**config.mk**
```make
export PLATFORM = sky130hd
export DESIGN_NAME = memory_stage
export DESIGN_NICKNAME = d
export VERILOG_FILES = /design/src/rtl/riscv_pkg.sv /design/src/rtl/dmem.sv /design/src/rtl/memory_stage.sv
export SDC_FILE = /design/constraint.sdc
export NUM_CORES = 2
export LEC_CHECK = 0
export BUFFER_PORTS_ARGS = -buffer_cell sky130_fd_sc_hd__buf_2
export CAP_MARGIN = 20
export CORE_MARGIN = 10
export CORE_UTILIZATION = 60
export DETAILED_ROUTE_END_ITERATION = 12
export PLACE_DENSITY = 0.77
export SLEW_MARGIN = 20
export SYNTH_ARGS = -nofsm -noshare
export SYNTH_HDL_FRONTEND = slang
export SYNTH_SLANG_ARGS = --single-unit
```
**constraint.sdc**
```tcl
create_clock -name clk -period 4.3 [get_ports clk]
set_input_delay 1.075 -clock clk [delete_from_list [all_inputs] [get_ports clk]]
set_output_delay 1.075 -clock clk [all_outputs]
set_load 0.05 [all_outputs]
```
**src/rtl/riscv_pkg.sv**
```systemverilog
// Shared RV32 definitions: datapath width and the writeback result-select encoding.
package riscv_pkg;

  localparam int XLEN = 32;

  typedef enum logic [1:0] {
    RESULT_ALU = 2'b00,
    RESULT_MEM = 2'b01,
    RESULT_PC4 = 2'b10
  } result_src_e;

endpackage

```
**src/rtl/dmem.sv**
```systemverilog
// Word-organised data memory: synchronous write, asynchronous read, no reset on contents.
module dmem
  import riscv_pkg::*;
#(
  parameter int DEPTH = 64,
  localparam int AW   = $clog2(DEPTH)
) (
  input  logic            clk,
  input  logic            we,
  input  logic [AW-1:0]   addr,
  input  logic [XLEN-1:0] wdata,
  output logic [XLEN-1:0] rdata
);

  logic [XLEN-1:0] mem [DEPTH];

  always_ff @(posedge clk) begin
    if (we) mem[addr] <= wdata;
  end

  // Read is combinational, so a same-cycle store is observed only after the edge.
  assign rdata = mem[addr];

endmodule

```
**src/rtl/memory_stage.sv**
```systemverilog
// MEM stage plus MEM/WB pipeline register and writeback mux.
// Optional misaligned-access detection is enabled with `define DMEM_MISALIGN_CHECK_EN.
module memory_stage
  import riscv_pkg::*;
#(
  parameter int DEPTH = 64
) (
  input  logic            clk,
  input  logic            reset,
  input  logic [XLEN-1:0] ALUResultM,
  input  logic [XLEN-1:0] WriteDataM,
  input  logic [XLEN-1:0] PCPlus4M,
  input  logic [4:0]      RdM,
  input  logic            MemWriteM,
  input  logic            RegWriteM,
  input  logic [1:0]      ResultSrcM,
  input  logic            StallW,
  output logic [XLEN-1:0] ALUResultW,
  output logic [XLEN-1:0] ReadDataW,
  output logic [XLEN-1:0] PCPlus4W,
  output logic [4:0]      RdW,
  output logic            RegWriteW,
  output logic [1:0]      ResultSrcW,
  output logic [XLEN-1:0] ResultW,
  output logic            MisalignW
);

  localparam int AW = $clog2(DEPTH);

  logic [AW-1:0]   mem_addr;
  logic [XLEN-1:0] mem_rdata;
  logic            misalign_m;
  logic            mem_we;
  logic            unused_addr_bits;

  assign mem_addr = ALUResultM[AW+1:2];

`ifdef DMEM_MISALIGN_CHECK_EN
  assign misalign_m = (ALUResultM[1:0] != 2'b00) &&
                      (MemWriteM || (ResultSrcM == RESULT_MEM));
  assign unused_addr_bits = ^ALUResultM[XLEN-1:AW+2];
`else
  assign misalign_m = 1'b0;
  assign unused_addr_bits = ^{ALUResultM[XLEN-1:AW+2], ALUResultM[1:0]};
`endif

  // Gating on reset drops a store whose edge lands while reset is held low.
  assign mem_we = MemWriteM && !StallW && reset && !misalign_m;

  dmem #(.DEPTH(DEPTH)) u_dmem (
    .clk   (clk),
    .we    (mem_we),
    .addr  (mem_addr),
    .wdata (WriteDataM),
    .rdata (mem_rdata)
  );

  always_ff @(posedge clk or negedge reset) begin
    if (!reset) begin
      ALUResultW <= '0;
      ReadDataW  <= '0;
      PCPlus4W   <= '0;
      RdW        <= '0;
      RegWriteW  <= 1'b0;
      ResultSrcW <= '0;
      MisalignW  <= 1'b0;
    end else if (!StallW) begin
      ALUResultW <= ALUResultM;
      ReadDataW  <= mem_rdata;
      PCPlus4W   <= PCPlus4M;
      RdW        <= RdM;
      RegWriteW  <= RegWriteM && !misalign_m;
      ResultSrcW <= ResultSrcM;
      MisalignW  <= misalign_m;
    end
  end

  always_comb begin
    ResultW = ALUResultW;
    case (ResultSrcW)
      RESULT_MEM: ResultW = ReadDataW;
      RESULT_PC4: ResultW = PCPlus4W;
      default:    ResultW = ALUResultW;
    endcase
  end

endmodule

```
==> flow_metrics.py <==
metrics = {
    "final_layout": {
        "final_area_mm2": 0.0959,
        "area_delta_synth_final_pct": 15.4,
        "post-route-util_pct": 69.8,
        "fin_nets": 5064,
        "layout_commonest_cell": "edfxtp_1",
        "drive_above_1_share_pct": 27.0,
        "final_cell_mix": "edfxtp_1 (2,048), buf_4 (308), mux2_2 (230)",
    },
    "pwr": {
        "power.total_uw": 45100,
        "p_leak_uw": 0.0316,
        "ir_drop_uv": 329,
        "power_per_cell_area_mw_per_mm2": 470,
    },
    "sta": {
        "worstMarginPinSlew_ns": 1.22,
        "rsz0062_at_grt": "false",
        "min_period_over_period_pct": 92.1,
        "fin_ws_ns": 0.340,
        "whs_ns": 0.0915,
        "hold_violations": 0,
        "relSlewSlack_pct": 18.4,
        "max_freq_ghz": 0.253,
        "fin_crit_ns": 3.96,
        "setup_violations": 0,
        "final_max_slew_viol_count": 0,
        "clock_skew_ns": 0.0373,
    },
    "synthesis": {
        "synth_seq_area_share_pct": 77.1,
        "synth_top_family_by_area": "multiplexers",
        "synth_xor_area_share_pct": 0,
        "synth_area_leaders": "edfxtp_1 (74%), mux4_2 (4.2%), dfrtp_1 (3.1%)",
        "synth_cell_types": 72,
        "synth_fa_ha_area_share_pct": 0.0301,
        "async_reset_ff_share_pct": 4.83,
        "ys_ff_latch": 2152,
        "yosysTopAreaCell": "edfxtp_1",
        "synth_nets": 4572,
        "synth_compound_area_share_pct": 8.80,
        "syn_inst": 4462,
        "syn_area_per_cell_um2": 18.6,
        "synth_flop_cell": "edfxtp_1",
        "synth_top_area_share_pct": 74.0,
        "synth_edf_count": 2048,
        "synth-simple-area-share_pct": 2.02,
        "synth_mux_area_share_pct": 9.87,
        "syn_area_mm2": 0.0831,
        "synth_warnings": 0,
    },
    "critical_path": {
        "crit_path_end_kind": "primary output",
        "crit_start": "ResultSrcW[0]",
        "crit_fanout": 30,
        "critPathRequiredTime_ns": 3.22,
        "r2r_start": "u_dmem.mem[11][13]",
        "critical-path-max-stage-delay_ns": 0.64,
        "start_kind": "flop",
        "crit_type": "flop to primary output",
        "cp_cell_sequence": "inv_1 -> ha_2 -> buf_4 -> nand2_1 -> o21ai_0 -> buf_2",
        "cp_data_arrival_time_ns": 2.88,
        "slowest_stage": "ha_2",
    },
    "die": {
        "coreArea_mm2": 0.137,
        "die_x_um": 392,
        "die-area_mm2": 0.154,
        "die_h_um": 392,
        "initial_utilization_pct": 60.4,
        "ios": 245,
        "fp-row-count": 136,
    },
    "drt": {
        "via_per_inst": 7.49,
        "postRouteAntennaNets": 0,
        "drc": 0,
        "drtIter0Drc": 10100,
        "drt_wl_total_um": 272000,
        "post_drt_wl_per_cell_um": 39.2,
        "firstDrtPassIters": 12,
        "vias": 51900,
    },
    "global_route": {
        "use_met2_pct": 51.0,
        "grtUsageMet1_pct": 44.5,
        "top_usage_layer": "met2",
        "grt_pass1_wl_um": 378000,
        "grt_max_degree": 72,
        "grt_overflow_total": 0,
        "antenna_found_initial": 24,
        "grt_pass1_vias": 50300,
        "grt_use_met3_pct": 14.3,
        "track_usage_pct": 34.8,
    },
    "cts": {
        "clock-sinks": 2152,
        "clkTransAtPathRegs_ns": 0.06,
        "clk_path_buf_depth": 3,
        "cts_tree": "yes",
        "post_cts_buffers": 0,
        "cts_resized": 0,
        "cts_root_buf": "clkbuf_16",
        "clock_latency_ns": 0.88,
        "cts.htree.levels": 4,
        "cts_buffers": 201,
        "hold_buffers": 0,
    },
    "place": {
        "dpl_cell_area_mm2": 0.0892,
        "dp_worst_setup_slack_ns": 0.214,
        "numPortBuffers": 243,
        "routabilityCongestion": 0.948,
        "dp_hpwl_um": 165000,
    },
    "status": {
        "status": "finished, final reports clean",
    },
    "min_path": {
        "hp-class": "input port to asynchronous set/reset pin",
    },
    "job": {
        "maxCapViolations": 0,
    },
}
cell usage after synthesis (12+ instances only):
library cell / instances
a22oi_1: 176
nor3_1: 14
o21ai_0: 146
o2bb2ai_1: 12
clkbuf_1: 95
mux4_2: 154
o22a_1: 13
a221o_1: 36
dfrtp_1: 104
nor2_1: 165
nand3_1: 14
o32a_1: 16
a32oi_1: 15
buf_4: 38
buf_1: 37
a31oi_1: 24
a21oi_1: 92
a22o_1: 40
edfxtp_1: 2048
o22ai_1: 104
buf_2: 117
nand2_1: 132
a221oi_1: 225
inv_1: 13
buf_6: 31
mux2i_1: 210
mux2_2: 230
area by class of cell:
| class | instances | area (µm²) |
|---|---|---|
| antenna | 10 | 25.0 |
| clock buffer | 264 | 5450 |
| clock inverter | 110 | 1220 |
| fill | 8129 | 41600 |
| inverter | 16 | 68.8 |
| multi-input combinational | 1976 | 17800 |
| sequential | 2152 | 64100 |
| tap | 1794 | 2240 |
| timing repair buffer | 607 | 4980 |
state kept, by name, indices dropped and copies added, names as in the netlist:
signal      count
ALUResultW     32
PCPlus4W       32
RdW             5
ReadDataW      32
RegWriteW       1
ResultSrcW      2
u_dmem.mem   2048
metrics by stage:
step | TNS [ns] | instances
after floorplan | 0 | 4462
after global placement | -0.0980 | 6545
after detailed placement | 0 | 6545
after CTS | 0 | 6919
after global routing | 0 | 6922
final | 0 | 6929
per-layer routing:
| layer | routed length, µm | share of wire [%] | vias to the layer above |
|---|---|---|---|
| li1 | - | - | 19500 |
| met1 | 86800 | 32 | 25500 |
| met2 | 117000 | 43 | 5563 |
| met3 | 48900 | 18 | 1239 |
| met4 | 18500 | 6.8 | 32 |
| met5 | 195 | 0.072 | - |
kinds of logic (layout without fill, tap and decap cells):
logic type	Yosys count	in the layout
flip-flops	2152	2152
AO/OA/AOI/OAI	989	989
multiplexers	598	598
AND/OR/NAND/NOR	386	386
buffers and inverters	334	997
adder cells (fa/ha/maj)	2	2
other	1	11
critical path, delay by kind of cell (launching register included):
family	cells	cell delay, ns
DFF	1	0.39
and+or+nand+nor	1	0.07
buffers and inverters	3	0.76
adders and majority gates	1	0.64
AOI/OAI and AO/OA	1	0.15
where the power goes:
part	internal, µW	switching, µW	leakage (µW)
sequential	23100	255	0.0196
combinational	1020	2640	0.00877
clock	10300	7770	0.00325
total	34400	10700	0.0316
final timing paths:
kind	end	slack [ns]	cells after the start
setup reg to reg	ReadDataW[13]	1.67	4
max in group asynchronous	ReadDataW[29]	2.96	2
min in group clk	PCPlus4W[4]	0.45	2
hold / removal	ALUResultW[18]	0.09	1
hold reg to reg	RegWriteW	0.51	1
setup / recovery	ResultW[10]	0.34	6
Power figures use the tool's default switching activity.
